===== config.mk =====
export PLATFORM = sky130hd
export DESIGN_NAME = sv_uart_rx_packer_flat
export DESIGN_NICKNAME = d
export VERILOG_FILES = /design/src/rtl/sv_uart_rx_packer_if.sv /design/src/rtl/sv_uart_rx_packer.sv /design/src/flat_wrapper.sv
export SDC_FILE = /design/constraint.sdc
export NUM_CORES = 1
export LEC_CHECK = 0
export CAP_MARGIN = 20
export CORE_MARGIN = 2
export CORE_UTILIZATION = 47
export DETAILED_ROUTE_END_ITERATION = 12
export GPL_TIMING_DRIVEN = 0
export PLACE_DENSITY = 0.75
export SYNTH_ARGS = -nofsm -noshare
export SYNTH_HDL_FRONTEND = slang
export SYNTH_SLANG_ARGS = --single-unit

===== constraint.sdc =====
create_clock -name iclk -period 4.26 [get_ports iclk]
set_input_delay 1.278 -clock iclk [delete_from_list [all_inputs] [get_ports iclk]]
set_output_delay 1.278 -clock iclk [all_outputs]
set_load 0.03 [all_outputs]

===== src/rtl/sv_uart_rx_packer_if.sv =====
// Byte/word stream bundle used on both sides of the RX packer.
// The master drives data and valid; the slave answers with ready.
interface sv_uart_rx_packer_if #(
  parameter int DW = 8
);
  logic [DW-1:0] tdata;
  logic          tvalid;
  logic          tready;

  modport master (output tdata, output tvalid, input tready);
  modport slave  (input tdata, input tvalid, output tready);
endinterface


===== src/rtl/sv_uart_rx_packer.sv =====
// Packs consecutive UART RX bytes, first byte in the most significant slot,
// into one output word. A partial word is dropped once no byte has arrived
// for itimeout cycles, which keeps word framing aligned after a lost byte.
module sv_uart_rx_packer #(
  parameter int DATA_WIDTH = 24,
  parameter int WORD_WIDTH = 8,
  parameter int TIMER_W    = 16
) (
  input  logic               iclk,
  input  logic               irst,
  sv_uart_rx_packer_if.slave  s_axis,
  sv_uart_rx_packer_if.master m_axis,
  input  logic [TIMER_W-1:0] itimeout,
  output logic               otimeout,
  output logic [15:0]        ofrag_cnt
);

  localparam int WORDS_NUM = DATA_WIDTH / WORD_WIDTH;
  localparam int CNT_W     = (WORDS_NUM > 2) ? $clog2(WORDS_NUM) : 1;
  localparam int HELD_W    = DATA_WIDTH - WORD_WIDTH;
  localparam logic [CNT_W-1:0] LAST = CNT_W'(WORDS_NUM - 1);

  logic [CNT_W-1:0]      cnt_reg;
  logic [TIMER_W-1:0]    timer_reg;
  logic [DATA_WIDTH-1:0] out_data_reg;
  logic                  out_valid_reg;
  logic                  timeout_reg;
  logic [15:0]           frag_cnt_reg;

  logic [HELD_W-1:0]     held_word;
  logic [TIMER_W-1:0]    tmo_m1;
  logic                  s_ready;
  logic                  acc;
  logic                  last_byte;
  logic                  stall;
  logic                  expire;

  // Only the final byte of a word can be held off, and only while the
  // output register is occupied and not draining this cycle.
  assign last_byte = (cnt_reg == LAST);
  assign s_ready   = !last_byte || !out_valid_reg || m_axis.tready;
  assign acc       = s_axis.tvalid && s_ready;
  assign stall     = s_axis.tvalid && !s_ready;

  // >= rather than == so a timeout shortened mid-word still fires at once.
  assign tmo_m1 = itimeout - TIMER_W'(1);
  assign expire = (cnt_reg != '0) && (itimeout != '0) && (timer_reg >= tmo_m1) && !acc;

  // One holding register per non-final slot; slot 0 is the MSB byte.
  generate
    for (genvar gi = 0; gi < WORDS_NUM - 1; gi++) begin : g_slot
      logic [WORD_WIDTH-1:0] slot_reg;

      // Capture the incoming byte when it lands in this slot.
      always_ff @(posedge iclk) begin
        if (irst) begin
          slot_reg <= '0;
        end else if (acc && (cnt_reg == CNT_W'(gi))) begin
          slot_reg <= s_axis.tdata;
        end
      end

      assign held_word[HELD_W-1-gi*WORD_WIDTH -: WORD_WIDTH] = slot_reg;
    end
  endgenerate

  // Byte counting, inter-byte timer, output register and discard bookkeeping.
  always_ff @(posedge iclk) begin
    if (irst) begin
      cnt_reg       <= '0;
      timer_reg     <= '0;
      out_data_reg  <= '0;
      out_valid_reg <= 1'b0;
      timeout_reg   <= 1'b0;
      frag_cnt_reg  <= '0;
    end else begin
      // A drained word frees the register; a word loading on the same edge
      // overrides this below and keeps valid asserted.
      if (out_valid_reg && m_axis.tready) begin
        out_valid_reg <= 1'b0;
      end

      if (acc) begin
        timer_reg <= '0;
        if (last_byte) begin
          out_data_reg  <= {held_word, s_axis.tdata};
          out_valid_reg <= 1'b1;
          cnt_reg       <= '0;
        end else begin
          cnt_reg <= cnt_reg + CNT_W'(1);
        end
      end else if (expire) begin
        cnt_reg   <= '0;
        timer_reg <= '0;
      end else if (cnt_reg == '0) begin
        timer_reg <= '0;
      end else if (!stall) begin
        // A stalled final byte is already on the bus, so time stops.
        timer_reg <= timer_reg + TIMER_W'(1);
      end

      timeout_reg <= expire;
      if (expire && (frag_cnt_reg != 16'hFFFF)) begin
        frag_cnt_reg <= frag_cnt_reg + 16'd1;
      end
    end
  end

  assign s_axis.tready = s_ready;
  assign m_axis.tdata  = out_data_reg;
  assign m_axis.tvalid = out_valid_reg;
  assign otimeout      = timeout_reg;
  assign ofrag_cnt     = frag_cnt_reg;

endmodule


===== src/flat_wrapper.sv =====
// flat-port wrapper written by rule: the top's interface ports become plain ports
module sv_uart_rx_packer_flat 
#(
  parameter int DATA_WIDTH = 24,
  parameter int WORD_WIDTH = 8,
  parameter int TIMER_W    = 16
)
  (iclk, irst, itimeout, otimeout, ofrag_cnt, s_axis_tdata, s_axis_tvalid, s_axis_tready, m_axis_tdata, m_axis_tvalid, m_axis_tready);
  sv_uart_rx_packer_if #(.DW(8)) s_axis_i ();
  sv_uart_rx_packer_if #(.DW((24))) m_axis_i ();
  input  logic iclk;
  input  logic irst;
  input  logic [TIMER_W-1:0] itimeout;
  output logic otimeout;
  output logic [15:0] ofrag_cnt;
  input wire logic [$bits(s_axis_i.tdata)-1:0] s_axis_tdata;
  input wire logic [$bits(s_axis_i.tvalid)-1:0] s_axis_tvalid;
  output wire logic [$bits(s_axis_i.tready)-1:0] s_axis_tready;
  output wire logic [$bits(m_axis_i.tdata)-1:0] m_axis_tdata;
  output wire logic [$bits(m_axis_i.tvalid)-1:0] m_axis_tvalid;
  input wire logic [$bits(m_axis_i.tready)-1:0] m_axis_tready;
  assign s_axis_i.tdata = s_axis_tdata;
  assign s_axis_i.tvalid = s_axis_tvalid;
  assign s_axis_tready = s_axis_i.tready;
  assign m_axis_tdata = m_axis_i.tdata;
  assign m_axis_tvalid = m_axis_i.tvalid;
  assign m_axis_i.tready = m_axis_tready;
  sv_uart_rx_packer #(.DATA_WIDTH(DATA_WIDTH), .WORD_WIDTH(WORD_WIDTH), .TIMER_W(TIMER_W)) u_core (.iclk(iclk), .irst(irst), .s_axis(s_axis_i), .m_axis(m_axis_i), .itimeout(itimeout), .otimeout(otimeout), .ofrag_cnt(ofrag_cnt));
endmodule

== After elaboration in Yosys (flattened, before gate mapping) ==
Index checks and enable logic that the tools add are counted.
Cells by class
  reductions and logical operators: 21
  equality and inequality tests: 3
  $add $sub $neg: 4
  magnitude comparators: 1
  mux-type cells: 6
Operators with widths (number)
  adder 16 x 1 -> 16 bit (second input constant): 2
  greater-or-equal comparator 16 bit: 1
  inequality test 16 bit (second input constant): 1
  nonzero test 16 bit: 1
  subtractor 16 x 1 -> 16 bit (second input constant): 1
  logical AND 1 bit: 9
  2-to-1 mux 2 bit: 3
  zero test 1 bit: 4
  nonzero test 2 bit: 2
  OR reduction 4 bit: 1
  2-to-1 mux 1 bit: 3
  adder 2 x 1 -> 2 bit (second input constant): 1
  == test 2 x 1 -> 1 bit (second input constant): 1
  == test 2 bit (second input constant): 1
  zero test 2 bit: 1
  logical OR 1 bit: 2
  AND reduction 2 bit: 1
Word-level totals
  input port bits: 28
  register bits: 76

== Depth between registers and ports, before layout ==
  depth in word-level cells: 9
  depth in mapped cells: 16
  mapped depth without buffers: 13

== Least setup slack after synthesis ==
No wires, ideal clock.
  path kind: input to register
  start point: in itimeout[1]
  end point: reg u_core.frag_cnt_reg[13], in the netlist u_core.ofrag_cnt[13]
  arrival: 4.224 ns
  setup slack: -0.086 ns
  stages on the path: 14
  setup time: 0.121 ns
  data required time: 4.139 ns
  cell sequence: nor4_1 > nand2_1 > or2_2 > nor3b_1 > xnor2_1 > ha_1 > a21o_1 > a21o_1 > a2111o_1 > a211oi_2 > buf_6 > buf_12 > nor3b_2 > mux2_4
On the way
  longest elaborated chain between the ends: 5
RTL lines
  start: declaration: RTL line flat_wrapper.sv:13  | input logic [TIMER_W-1:0] itimeout;
  subtractor 16 x 1 -> 16 bit / nonzero test 16 bit (equally long branches): RTL line sv_uart_rx_packer.sv:46, sv_uart_rx_packer.sv:47
  greater-or-equal comparator 16 bit / logical AND 1 bit (equally long branches): RTL line sv_uart_rx_packer.sv:47  | assign expire = (cnt_reg != '0) && (itimeout != '0) && (timer_reg >= tmo_m1) && !acc;
  logical AND 1 bit (*) (2 in a row): RTL line sv_uart_rx_packer.sv:47
  logical AND 1 bit (*): RTL line sv_uart_rx_packer.sv:103  | if (expire && (frag_cnt_reg != 16'hFFFF)) begin
  end signal: assignment: RTL line sv_uart_rx_packer.sv:104  | frag_cnt_reg <= frag_cnt_reg + 16'd1;
  end: declaration: RTL line sv_uart_rx_packer.sv:28  | logic [15:0] frag_cnt_reg;
Mark *: on every way between the ends. The rest lies on a longest branch, timed or not.
A chain may end at the register's enable or synchronous reset.

== Final worst setup path ==
  start point: in itimeout[0]
  end point: reg u_core.frag_cnt_reg[3], in the netlist u_core.ofrag_cnt[3]
Same word-level chain as after synthesis.

==> key figures <==
Outcome
  • Status: finished clean

Clocking
  • TritonCTS Buffers: 9
  • Clock sinks: 76
  • Clock latency on the worst-skew pair: 0.36 ns
  • CTS HTree Levels: 3
  • CTS tree: yes
  • Clock Root Buffer: clkbuf_8
  • Deepest clock path buffer count: 2
  • Hold Buf Count CTS: 0
  • Clock input transition at the sequential cells of the worst setup and hold paths: 0.08 ns

Route
  • DR vias: 3537
  • Vias per inst: 5.36
  • Total wire length: 9430 µm
  • Detail Route Antenna Nets: 0
  • DRC viols: 0
  • Drt wl/cell: 14.3 µm
  • Drt initial violations: 158
  • Initial DRT Pass Iterations: 5

Synth
  • Post-synth cell types: 60
  • Post-synth net total: 501
  • Number of flops mapped to enable cells by yosys: 0
  • Sequential share of the synthesized area: 39.4%
  • Synth warnings: 0
  • Yosys reg bits: 76
  • Synth Flop Type: dfxtp_1
  • Synthesized cell area: 0.00386 mm²
  • Syn avg cell area: 8.51 µm²
  • Asr flop ratio synth: 0%
  • Cells after Synth: 454

Placed design
  • Post-DP HPWL: 6680 µm
  • Gpl congestion: 0.795
  • Area post-placement: 0.00474 mm²
  • Number of port buffers: 69

GRT
  • GR Util All Layers: 21.3%
  • First-pass GRT wire length: 15200 µm
  • Vias in the first global route: 3388
  • Pin count of the biggest net entering global routing: 15
  • Initial antenna violation count: 0
  • Congestion Overflow GR: 0

STA
  • Worst-margin pin slew: 0.709 ns
  • Fmax: 241 MHz
  • Clock Skews: 0.0113 ns
  • Fin. Hold Viols: 0
  • Slew margin rel.: 52.6%
  • Min Tclk post-route: 4.14 ns
  • # setup viols final: 0
  • Max Slew Vio Count: 0
  • RSZ-0062 raised after global routing: yes
  • Fin Hold WS: 0.456 ns
  • Crit share post-route: 97.3%

Power and ir drop
  • Comb power frac: 10.1%
  • Peak VDD IR: 0.162 mV
  • Clock network power share: 39.5%
  • Flop pwr share: 50.5%
  • Internal: 0.00107 W
  • Pwr per Cell Area: 276 mW/mm²
  • Sw Ratio: 25.6%
  • Lkg Pwr: 1.92 nW
  • Switch Pwr: 0.000370 W

Setup path
  • Worst EP required: 4.50 ns
  • Worst setup EP type: flop
  • CP dominant cell by count: buf_4
  • Crit-path max cell delay: 0.43 ns
  • FF-to-FF End: u_core.ofrag_cnt[3]$_SDFFE_PP0P_
  • Crit path to: u_core.ofrag_cnt[3]$_SDFFE_PP0P_
  • Element type at the critical path start: input port
  • Critical path class: in2reg
  • R2R Setup Slk: 1.53 ns
  • Reg-to-Reg Start: u_core.timer_reg[0]$_SDFFE_PP0N_
  • Crit-path cells: buf_12 -> clkinv_8 -> ha_4 -> or3b_4 -> nor3_4 -> buf_4 -> nand2_1 -> xor2_1 -> ha_1 -> a21oi_2 -> nor3_2 -> a2111o_1 -> a211oi_4 -> buf_6 -> buf_4 -> nor4_2 -> mux2_1
  • Reg2reg path depth: 10
  • Crit-path max FO: 4
  • Worst EP arrival: 4.39 ns
  • Slowest-stage cell, CP: a2111o_1
  • Setup crit start: itimeout[0]

Finish
  • Design area: 0.00523 mm²
  • Area growth syn-to-layout: 35.4%
  • Nets: 597
  • Layout cells sized above 1: 17.7%
  • Finished Core Util: 64.7%
  • Ant diodes: 0
  • Max FFs per register: 24

Floorplan
  • Ports: 71
  • DIE HEIGHT: 94.7 µm
  • Rows: 33
  • Die W: 94.7 µm
  • Initial Utilization: 47.8%
  • DIE AREA: 0.00896 mm²
  • Core region area: 0.00809 mm²

Worst hold path
  • HP Start: u_core.g_slot[0].slot_reg[3]$_SDFFE_PP0P_
  • Hold Path Class: reg2reg

Job
  • MaxCap Viol Count: 0
## worst max-delay path: cells and delay by family
family / cells / cell delay [ns]
AOI/OAI and AO/OA: 3 / 0.87
and+or+nand+nor: 5 / 0.82
buffers and inverters: 5 / 0.63
adders and majority gates: 2 / 0.32
muxes: 1 / 0.31
xor gates and xnor gates: 1 / 0.15
## worst min path at each step
| stage | to | cells past startpoint |
|---|---|---|
| final | u_core.m_axis.tdata[19]$_SDFFE_PP0P_ | 2 |
| after floorplan | u_core.m_axis.tdata[10]$_SDFFE_PP0P_ | 2 |
| after global routing | u_core.m_axis.tdata[19]$_SDFFE_PP0P_ | 2 |
| after global placement | u_core.m_axis.tdata[17]$_SDFFE_PP0P_ | 2 |
| after detailed placement | u_core.m_axis.tdata[11]$_SDFFE_PP0P_ | 2 |
| after CTS | u_core.m_axis.tdata[19]$_SDFFE_PP0P_ | 2 |
## per-layer routing
metal	track usage, %	vias to the layer above	wire, µm
met2	36.3	80	4790
met4	10.3	0	198
met5	0	-	0
li1	-	1758	-
met1	26.2	1676	4070
met3	3.27	23	369
## per-stage QoR
| stage | setup WS (ns) | TNS [ns] | std cells | total power [W] |
|---|---|---|---|---|
| 6_report | 0.116 | 0 | 660 | 0.00144 |
| 4_1_cts | 0.0132 | 0 | 659 | 0.00145 |
| 3_3_place_gp | -0.994 | -30.52 | 628 | 0.000875 |
| 5_1_grt | -0.0516 | -0.201 | 660 | 0.00149 |
| 2_1_floorplan | -0.0108 | -0.0250 | 454 | 0.000820 |
| 3_5_place_dp | -1.07 | -33.89 | 628 | 0.000879 |
## synth_stat cells, types with 2 or more instances
cell	count	share of area [%]
o21ai_1	3	0.39
nand2b_1	2	0.32
dfxtp_1	76	39
nor4_1	9	1.5
o31ai_1	4	0.78
nor3_1	4	0.52
xor2_1	14	3.2
clkbuf_1	13	1.3
nor3b_2	2	0.65
inv_1	7	0.68
ha_1	19	6.2
nand4_1	10	1.6
o31a_1	2	0.45
nand3_1	8	1.0
mux2_4	3	1.2
a21oi_1	45	5.8
xnor2_1	14	3.2
mux2_1	3	0.87
nor2b_1	8	1.3
o21ai_0	3	0.39
or4_1	5	0.97
mux2i_1	8	2.1
or3_1	4	0.65
buf_2	5	0.65
a21o_1	2	0.39
a211oi_1	2	0.39
nor2_1	45	4.4
and2_1	4	0.65
nand2_1	93	9.0
and3_1	7	1.1
## final cells by class
| cell class | count | area [µm²] |
|---|---|---|
| tap | 105 | 131 |
| buffer | 22 | 131 |
| fill | 720 | 2860 |
| sequential | 76 | 1520 |
| clock buffer | 10 | 138 |
| inverter | 7 | 51.3 |
| timing repair buffer | 85 | 816 |
| multi-input combinational | 349 | 2370 |
| clock inverter | 6 | 72.6 |
## power by group through the flow
| stage | clock (W) | sequential, W | combinational, W |
|---|---|---|---|
| after CTS | 0.000582 | 0.000728 | 0.000136 |
| after detailed placement | 0 | 0.000745 | 0.000134 |
| final | 0.000570 | 0.000729 | 0.000145 |
| after floorplan | 0 | 0.000747 | 0.0000727 |
| after global placement | 0 | 0.000744 | 0.000131 |
| after global routing | 0.000602 | 0.000730 | 0.000159 |
## kinds of logic after synthesis
kind of cell	after synthesis	share of synthesized area, %
multiplexers	15	4.40
flip-flops	76	39.4
AO/OA/AOI/OAI	73	12.6
XOR/XNOR	28	6.35
buffers and inverters	29	3.88
AND/OR/NAND/NOR	214	27.3
adder cells (fa/ha/maj)	19	6.15
## what timing repair did
action | 4_1_cts | 5_1_grt
gates cloned | 1 | 0
setup endpoints to repair | 35 | 29
pin swaps | 22 | 31
endpoints found under the hold margin | 0 | 0
buffers inserted | 14 | 2
resized for setup | 45 | 39
## layout by cell type (no fill, tap or decap), types with 4 or more instances in the layout
master           count
ha_1                17
o31ai_1              4
mux2i_1              8
a21oi_2              4
and3_1               7
xnor2_1             14
inv_1                4
buf_4               13
nor2b_1              8
clkdlybuf4s50_1     55
nand4_1             10
nand2_1             91
nand3_1              8
a21oi_1             42
dfxtp_1             76
or3_1                4
nor4_4               4
buf_2                7
xor2_1              13
buf_6                5
dlygate4sd2_1        4
clkbuf_8            10
nor2_1              43
and2_1               4
clkbuf_1            12
mux2_4               6
Note: power is estimated with default switching activity, not from simulation.
